--- src/rtl/fetch_pkg.sv ---
`default_nettype none
// ============================================================================
//  Module      : fetch_pkg
//  Description : Shared types and constants for the instruction fetch stage.
//  Revision    : 1.0 - initial release
// ============================================================================
package fetch_pkg;

    typedef enum logic [1:0] {
        ST_FETCH = 2'd0,
        ST_WAIT  = 2'd1,
        ST_HOLD  = 2'd2,
        ST_FAULT = 2'd3
    } fetch_state_t;

    localparam logic [31:0] NOP_INSTR        = 32'h0000_0013;
    localparam logic [31:0] DEFAULT_RESET_PC = 32'h0000_0000;

endpackage
`default_nettype wire

--- src/rtl/instr_fetch.sv ---
`default_nettype none
// ============================================================================
//  Module      : instr_fetch
//  Description : RV32I fetch stage: PC owner, single-outstanding imem requests,
//                redirect handling with stale-response squash and fault latch.
//  Revision    : 1.0 - initial release
// ============================================================================
module instr_fetch
    import fetch_pkg::*;
#(
    parameter logic [31:0] RESET_PC = DEFAULT_RESET_PC
) (
    input  logic        clk,
    input  logic        reset,
    input  logic        redirect,
    input  logic [31:0] redirect_pc,
    input  logic        instr_ready,
    output logic        imem_req,
    output logic [31:0] imem_addr,
    input  logic        imem_gnt,
    input  logic        imem_rvalid,
    input  logic [31:0] imem_rdata,
    output logic [31:0] instr,
    output logic [31:0] instr_pc,
    output logic        instr_valid,
    output logic        fetch_fault,
    output logic        fault_pc_unused_guard,
    output logic [31:0] fault_pc
);

    fetch_state_t r_state, w_state_nxt;
    logic [31:0]  r_pc, w_pc_nxt;
    logic         r_squash, w_squash_nxt;
    logic [31:0]  r_instr, w_instr_nxt;
    logic [31:0]  r_instr_pc, w_instr_pc_nxt;
    logic         r_fault, w_fault_nxt;
    logic [31:0]  r_fault_pc, w_fault_pc_nxt;
    logic         w_aligned;

    assign w_aligned = (redirect_pc[1:0] == 2'b00);

    always_ff @(posedge clk) begin
        if (reset) begin
            r_state    <= ST_FETCH;
            r_pc       <= RESET_PC;
            r_squash   <= 1'b0;
            r_instr    <= NOP_INSTR;
            r_instr_pc <= 32'h0000_0000;
            r_fault    <= 1'b0;
            r_fault_pc <= 32'h0000_0000;
        end else begin
            r_state    <= w_state_nxt;
            r_pc       <= w_pc_nxt;
            r_squash   <= w_squash_nxt;
            r_instr    <= w_instr_nxt;
            r_instr_pc <= w_instr_pc_nxt;
            r_fault    <= w_fault_nxt;
            r_fault_pc <= w_fault_pc_nxt;
        end
    end

    always_comb begin
        w_state_nxt    = r_state;
        w_pc_nxt       = r_pc;
        w_squash_nxt   = r_squash;
        w_instr_nxt    = r_instr;
        w_instr_pc_nxt = r_instr_pc;
        w_fault_nxt    = r_fault;
        w_fault_pc_nxt = r_fault_pc;

        if (r_state != ST_FAULT && redirect) begin
            if (!w_aligned) begin
                // PC is deliberately left alone so fault_pc is the only record
                w_state_nxt    = ST_FAULT;
                w_fault_nxt    = 1'b1;
                w_fault_pc_nxt = redirect_pc;
            end else begin
                w_pc_nxt = redirect_pc;
                case (r_state)
                    ST_WAIT: begin
                        // An in-flight response must still drain before refetching
                        if (imem_rvalid) begin
                            w_squash_nxt = 1'b0;
                            w_state_nxt  = ST_FETCH;
                        end else begin
                            w_squash_nxt = 1'b1;
                        end
                    end
                    ST_HOLD:  w_state_nxt = ST_FETCH;
                    default:  w_state_nxt = r_state;
                endcase
            end
        end else begin
            case (r_state)
                ST_FETCH: begin
                    if (imem_gnt) w_state_nxt = ST_WAIT;
                end
                ST_WAIT: begin
                    if (imem_rvalid) begin
                        if (r_squash) begin
                            w_squash_nxt = 1'b0;
                            w_state_nxt  = ST_FETCH;
                        end else begin
                            w_instr_nxt    = imem_rdata;
                            w_instr_pc_nxt = r_pc;
                            w_pc_nxt       = r_pc + 32'd4;
                            w_state_nxt    = ST_HOLD;
                        end
                    end
                end
                ST_HOLD: begin
                    if (instr_ready) w_state_nxt = ST_FETCH;
                end
                default: w_state_nxt = r_state;
            endcase
        end
    end

    assign imem_req              = (r_state == ST_FETCH) && !redirect && !reset;
    assign imem_addr             = r_pc;
    assign instr_valid           = (r_state == ST_HOLD) && !reset;
    assign instr                 = r_instr;
    assign instr_pc              = r_instr_pc;
    assign fetch_fault           = r_fault;
    assign fault_pc              = r_fault_pc;
    assign fault_pc_unused_guard = 1'b0;

endmodule
`default_nettype wire

--- config.mk ---
export PLATFORM = sky130hd
export DESIGN_NAME = instr_fetch
export DESIGN_NICKNAME = d
export VERILOG_FILES = /design/src/rtl/fetch_pkg.sv /design/src/rtl/instr_fetch.sv
export SDC_FILE = /design/constraint.sdc
export NUM_CORES = 1
export LEC_CHECK = 0
export ABC_CLOCK_PERIOD_IN_PS = 2950
export CAP_MARGIN = 10
export CORE_ASPECT_RATIO = 0.7
export CORE_MARGIN = 2
export CORE_UTILIZATION = 45
export DETAILED_ROUTE_END_ITERATION = 10
export PLACE_DENSITY = 0.8
export SLEW_MARGIN = 10
export SYNTH_ARGS = -nofsm -noshare
export SYNTH_HDL_FRONTEND = slang
export SYNTH_SLANG_ARGS = --single-unit
--- constraint.sdc ---
create_clock -name clk -period 2.95 [get_ports clk]
set_input_delay 0.59 -clock clk [delete_from_list [all_inputs] [get_ports clk]]
set_output_delay 0.59 -clock clk [all_outputs]
set_load 0.02 [all_outputs]
---- Word-level counts from Yosys, hierarchy flattened ----
Cells that the tools add are included.
W data, S select, Z words.
storage, ports and cells
  input bits .............................. 70
  output and inout bits ................... 132
  word-level logic and storage cells ...... 57
  flip-flop bits (word level) ............. 132
operators by class
  bitwise gates (word level) .............. 3
  eq/ne operators ......................... 10
  muxes and demuxes ....................... 20
  reduce and logical (&&, ||, !) cells .... 16
  add/subtract/negate cells ............... 1
operator list
  kind                     number
  $mux W32                 5
  $add A32 B3 Y32 const B  1
  $mux W2                  7
  $ne A3 B3 Y1 const B     4
  $reduce_and A4 Y1        2
  $mux W1                  6
  $pmux W2 S3              1
  $reduce_and A6 Y1        1
  $logic_and A1 B1 Y1      4
  $logic_not A2 Y1         2
  $ne A2 B2 Y1 const B     2
  $ne A4 B2 Y1 const B     1
  $pmux W2 S2              1
  $reduce_bool A2 Y1       2
  $reduce_bool A4 Y1       1
  $not A1 Y1               3
  $reduce_and A3 Y1        1
  $eq A2 B1 Y1 const B     1
  $eq A2 B2 Y1 const B     1
  $logic_not A1 Y1         2
  $ne A2 B1 Y1 const B     1
  $reduce_and A2 Y1        1

---- Depth between registers and ports, before layout ----
  depth in word-level cells ............... 5
  gate-level depth with buffers ........... 9
  gate-level depth less buffers ........... 7

---- Worst setup path after synthesis ----
No wires, ideal clock.
  path kind ............................... register to register
  from .................................... reg r_pc[2] (netlist: imem_addr[2])
  to ...................................... reg r_pc[18] (netlist: imem_addr[18])
  arrival ................................. 2.338 ns
  setup time .............................. 0.074 ns
  path buffers ............................ 1
  setup slack ............................. 0.538 ns
  cell stages (with the launch flop) ...... 8
  period minus slack after synthesis ...... 2.412 ns
  required time ........................... 2.876 ns
  cell sequence ........................... dfxtp_1 ha_1 nand4_1 or2_1 buf_2 or4_4 or4_1 a31oi_1
on the way
  longest elaborated chain between the ends .. 5
RTL lines
  what                    line                text
  from (decl)             instr_fetch.sv:32   logic [31:0] r_pc, w_pc_nxt;
  from (signal assigned)  instr_fetch.sv:53   r_pc <= w_pc_nxt;
  $add A32 B3 Y32         instr_fetch.sv:106  w_pc_nxt = r_pc + 32'd4;
  $mux W32                instr_fetch.sv:100  if (r_squash) begin
  $mux W32                instr_fetch.sv:99   if (imem_rvalid) begin
  $mux W32                instr_fetch.sv:94   case (r_state)
  $mux W32                instr_fetch.sv:71   if (r_state != ST_FAULT && redirect) begin
Every way passes these cells. The select of a mux whose other input is x is not followed.
A chain may end at the register's enable or synchronous reset.

---- Worst setup path in the final report ----
  from .................................... reg r_pc[3] (netlist: imem_addr[3])
  to ...................................... reg r_pc[18] (netlist: imem_addr[18])
The elaborated chain is that of the path after synthesis.

==> tab_implementation.tex <==
\begin{tabular}{lr}
\hline
Metric & Value \\
\hline
\multicolumn{2}{l}{\textbf{Cells and area}} \\
\quad Area growth from synthesis to final layout & 50.31\% \\
\quad Final instance area & 0.008384 mm2 \\
\quad ANT cells & 0 \\
\quad Final cell utilization of the core & 0.7051 \\
\quad Share of post-route cells with drive strength above 1 & 0.07750 \\
\quad Number of standard cells in the layout, taps in and fillers out & 1086 \\
\quad Fill cell instance count of the final layout & 943 \\
\quad Number of nets in the layout & 992 \\
\multicolumn{2}{l}{\textbf{Critical path}} \\
\quad Data required time at the worst endpoint & 3.28 ns \\
\quad Critical path cell sequence & ha\_1 -> nand4\_1 -> or2\_1 -> or4\_4 -> or4\_1 -> a31oi\_1 \\
\quad Startpoint class of the critical path & register \\
\quad Start point of the critical path & imem\_addr[3]\$\_SDFFE\_PP0P\_ \\
\quad Slowest CP cell & sky130\_fd\_sc\_hd\_\_or4\_4 \\
\quad Type of destination of the critical path & register \\
\quad Worst R2R End & imem\_addr[18]\$\_SDFFE\_PP0P\_ \\
\quad Critical path depth & 6 \\
\quad Worst path buffer plus inverter count & 0 \\
\quad Register-to-Register Path Depth & 6 \\
\quad Kind of cell adding the most delay to the critical path & simple AND/OR/NAND/NOR gates \\
\quad Kind of critical path & register to register \\
\quad Reg-to-reg startpoint & imem\_addr[3]\$\_SDFFE\_PP0P\_ \\
\quad Arrival time at the worst endpoint & 2.88 ns \\
\quad Worst-path maximum fanout & 7 \\
\quad Worst setup slack for register-to-register paths & 0.40 ns \\
\quad Crit path capture & imem\_addr[18]\$\_SDFFE\_PP0P\_ \\
\quad Max incr delay on CP & 0.59 ns \\
\multicolumn{2}{l}{\textbf{Clocking}} \\
\quad Clock latency reported for the late side of the worst-skew pair & 0.41 ns \\
\quad TritonCTS clock tree & done \\
\quad Hold Buf Count CTS & 0 \\
\quad Clock Path Buffers & 2 \\
\quad Clock-pin slew on the worst setup and hold paths & 0.06 ns \\
\quad Post-CTS repair timing setup buffer count & 0 \\
\quad CTS buffer count & 17 \\
\quad H-tree lvl count & 4 \\
\quad CTS Root Buffer Type & sky130\_fd\_sc\_hd\_\_clkbuf\_16 \\
\quad Number of gates resized after CTS & 0 \\
\quad Sinks on Clock Net & 132 \\
\multicolumn{2}{l}{\textbf{Place}} \\
\quad Final weighted congestion of routability-driven global placement & 0.9195 \\
\quad Half-perimeter wire length after placement & 13090 um \\
\quad Buffers added on ports & 200 \\
\quad Instance area after placement & 0.007756 mm2 \\
\quad Placed Instances & 1054 \\
\multicolumn{2}{l}{\textbf{Synthesis}} \\
\quad Count of different cell masters after synthesis & 64 \\
\quad Post-synthesis cell type with the largest combined area & sky130\_fd\_sc\_hd\_\_dfxtp\_1 \\
\quad Leading register cell type out of synthesis & sky130\_fd\_sc\_hd\_\_dfxtp\_1 \\
\quad Number of flip-flops and latches in the synthesized netlist & 132 \\
\quad Async S/R FF share, synth & 0 \\
\quad Most common library cells after synthesis & sky130\_fd\_sc\_hd\_\_nand2\_1 (226), sky130\_fd\_sc\_hd\_\_dfxtp\_1 (132), sky130\_fd\_sc\_hd\_\_a21oi\_1 (124) \\
\quad Library cell with the highest instance count after synthesis & sky130\_fd\_sc\_hd\_\_nand2\_1 \\
\quad Count of flip-flops with a built-in enable after synthesis & 0 \\
\quad Mapped Nets & 805 \\
\quad Proportion of netlist area held by the largest area contributor & 0.4738 \\
\quad Cell types occupying the most area after synthesis & sky130\_fd\_sc\_hd\_\_dfxtp\_1 (47\%), sky130\_fd\_sc\_hd\_\_nand2\_1 (15\%), sky130\_fd\_sc\_hd\_\_a21oi\_1 (11\%) \\
\quad Post-Synthesis Cells & 729 \\
\quad Total of warnings raised by yosys & 0 \\
\quad Sequential share of the synthesized area & 0.4738 \\
\quad Cell area after synthesis & 0.005578 mm2 \\
\quad Average size of a mapped cell & 7.651 um2 \\
\multicolumn{2}{l}{\textbf{Global routing}} \\
\quad Number of global-route vias before repair & 5703 \\
\quad Global route total overflow & 0 \\
\quad GRT Util Overall & 0.2721 \\
\quad Initial antenna violation count & 0 \\
\quad Pin count of the biggest net entering global routing & 60 \\
\quad First-pass GRT wire length & 28990 um \\
\multicolumn{2}{l}{\textbf{Detailed routing}} \\
\quad Total vias in the final route & 6085 \\
\quad Post-route met1 wirelength & 7960 um \\
\quad Via count normalized by instance count & 5.603 \\
\quad Post-Route WL & 18590 um \\
\quad Per-cell routed wire length & 17.12 um \\
\quad Pre-Repair DR Iteration Count & 5 \\
\quad DRT antenna net count & 0 \\
\quad Highest metal layer with signal wires & met4 \\
\quad Number of DRC markers in iteration 0 & 533 \\
\quad Detail Route met3 WL & 1933 um \\
\quad Routed length on met2 & 8487 um \\
\quad DRC violation count after routing & 0 \\
\multicolumn{2}{l}{\textbf{Pwr}} \\
\quad Total Power Consumption & 0.005357 W \\
\quad Power per Cell Area & 638.9 mW/mm2 \\
\quad Static leakage & 2.913 nW \\
\quad Highest ir drop seen on vdd & 0.4063 mV \\
\multicolumn{2}{l}{\textbf{STA}} \\
\quad Setup TNS after final layout & 0 ns \\
\quad Clk\_skew & 0.008593 ns \\
\quad Worst max-slew margin expressed relative to the limit & 0.4434 \\
\quad Highest achievable clock rate & 0.3920 GHz \\
\quad Ratio of final minimum period to clock period & 0.8649 \\
\quad Final setup vio count & 0 \\
\quad Unrepaired setup endpoints after global routing & false \\
\quad Transition time at the pin with the least slew margin & 0.8318 ns \\
\quad Max Slew Vio Count & 0 \\
\quad Final worst path period need & 2.551 ns \\
\quad Hold Violations, Final & 0 \\
\multicolumn{2}{l}{\textbf{Die}} \\
\quad Horizontal die dimension & 137.1 um \\
\quad Initial Utilization & 0.4691 \\
\quad DIE AREA & 0.01332 mm2 \\
\quad Die boundary height & 97.15 um \\
\quad I/O pin count & 202 \\
\quad Area of the placeable core & 0.01189 mm2 \\
\quad Number of rows created at floorplan & 33 \\
\multicolumn{2}{l}{\textbf{Hold path}} \\
\quad Kind of path behind the tightest hold check & register to register \\
\multicolumn{2}{l}{\textbf{Run}} \\
\quad Maximum Capacitance Violations & 0 \\
\multicolumn{2}{l}{\textbf{Run status}} \\
\quad Outcome & finished clean \\
\hline
\end{tabular}
-- sequential cells by signal, indices dropped and copies added (netlist names) --
signal	cells
fault_pc	32
imem_addr	32
instr	32
instr_pc	32
r_state	2
fetch_fault	1
r_squash	1
-- per-layer routing --
layer,vias up,GRT usage
li1,2898,-
met1,2842,0.3586
met2,319,0.4302
met3,26,0.08555
met4,0,0.07137
met5,-,0
-- logic make-up (layout without fill, tap and decap cells) --
group,Yosys count,count (layout),share of synthesized area
and+or+nand+nor,335,335,0.2651
buffers and inverters,64,264,0.04441
AOI/OAI and AO/OA,190,190,0.2008
DFF,132,132,0.4738
adders and majority gates,6,6,0.01346
other,1,1,0.0006723
muxes,1,1,0.001795
-- where the power goes --
| group | internal [W] | total, W | leakage, nW | switching [W] |
|---|---|---|---|---|
| sequential | 0.00191 | 0.00202 | 1.07 | 0.000113 |
| combinational | 0.000481 | 0.00114 | 1.54 | 0.000659 |
| clock | 0.00135 | 0.00220 | 0.297 | 0.000845 |
| total | 0.00374 | 0.00536 | 2.91 | 0.00162 |
-- worst min-delay path, cell delays in order, from the launching register on --
cell,delay [ns]
sky130_fd_sc_hd__dfxtp_1,0.31
sky130_fd_sc_hd__nand2_1,0.05
sky130_fd_sc_hd__a21oi_1,0.05
-- final cells by class --
type	instances	area [um2]	share of cell area
Clock buffer	17	425.4	0.05074
Clock inverter	15	195.2	0.02328
Inverter	9	33.78	0.004029
Multi-Input combinational cell	533	2719	0.3243
Sequential cell	132	2643	0.3152
Tap cell	157	196.4	0.02343
Timing Repair Buffer	223	2172	0.2591
-- metrics by stage --
| stage | hold WS (ns) | setup slack, ns |
|---|---|---|
| finish | 0.4516 | 0.3987 |
| global route | 0.4716 | 0.2823 |
| CTS | 0.4544 | 0.3928 |
| detailed placement | 0.4461 | 0.1790 |
| global placement | 0.4415 | 0.2597 |
| floorplan | 0.4818 | 0.5381 |
-- worst min path at each step --
stage	startpoint	cells after the start	endpoint	slack, ns
finish	instr_pc[13]$_SDFFE_PP0P_	2	instr_pc[13]$_SDFFE_PP0P_	0.45
global placement	fault_pc[19]$_SDFFE_PP0P_	2	fault_pc[19]$_SDFFE_PP0P_	0.44
floorplan	r_state[0]$_SDFFE_PP0P_	2	r_state[0]$_SDFFE_PP0P_	0.48
global route	reset	2	fault_pc[13]$_SDFFE_PP0P_	0.47
CTS	instr_pc[13]$_SDFFE_PP0P_	2	instr_pc[13]$_SDFFE_PP0P_	0.45
detailed placement	fault_pc[19]$_SDFFE_PP0P_	2	fault_pc[19]$_SDFFE_PP0P_	0.45
-- layout by cell type (no fill, tap or decap), types with 2 or more instances in the layout --
cell and n:
sky130_fd_sc_hd__a211oi_1 9, sky130_fd_sc_hd__ha_1 6, sky130_fd_sc_hd__clkbuf_16 17, sky130_fd_sc_hd__nor3_1 8, sky130_fd_sc_hd__inv_6 5, sky130_fd_sc_hd__a21o_1 3, sky130_fd_sc_hd__buf_4 24, sky130_fd_sc_hd__a311oi_1 2
sky130_fd_sc_hd__nor2b_1 3, sky130_fd_sc_hd__clkinv_4 4, sky130_fd_sc_hd__o221ai_1 2, sky130_fd_sc_hd__dfxtp_1 132, sky130_fd_sc_hd__o32ai_1 2, sky130_fd_sc_hd__bufinv_16 3, sky130_fd_sc_hd__a31oi_1 4, sky130_fd_sc_hd__nand3_1 24
sky130_fd_sc_hd__o31ai_1 3, sky130_fd_sc_hd__clkinvlp_4 2, sky130_fd_sc_hd__a22o_1 2, sky130_fd_sc_hd__or4_1 2, sky130_fd_sc_hd__nand4_1 11, sky130_fd_sc_hd__clkdlybuf4s50_1 199, sky130_fd_sc_hd__o31a_1 2, sky130_fd_sc_hd__and3_1 9
sky130_fd_sc_hd__o211ai_1 2, sky130_fd_sc_hd__inv_1 9, sky130_fd_sc_hd__nor2_1 21, sky130_fd_sc_hd__a21oi_1 124, sky130_fd_sc_hd__a22oi_1 3, sky130_fd_sc_hd__o21ai_0 12, sky130_fd_sc_hd__nor4_1 8, sky130_fd_sc_hd__nor3b_1 3
sky130_fd_sc_hd__and4_1 2, sky130_fd_sc_hd__a2111oi_0 2, sky130_fd_sc_hd__o311ai_0 3, sky130_fd_sc_hd__nand2_1 225
Power figures use the tool's default switching activity.
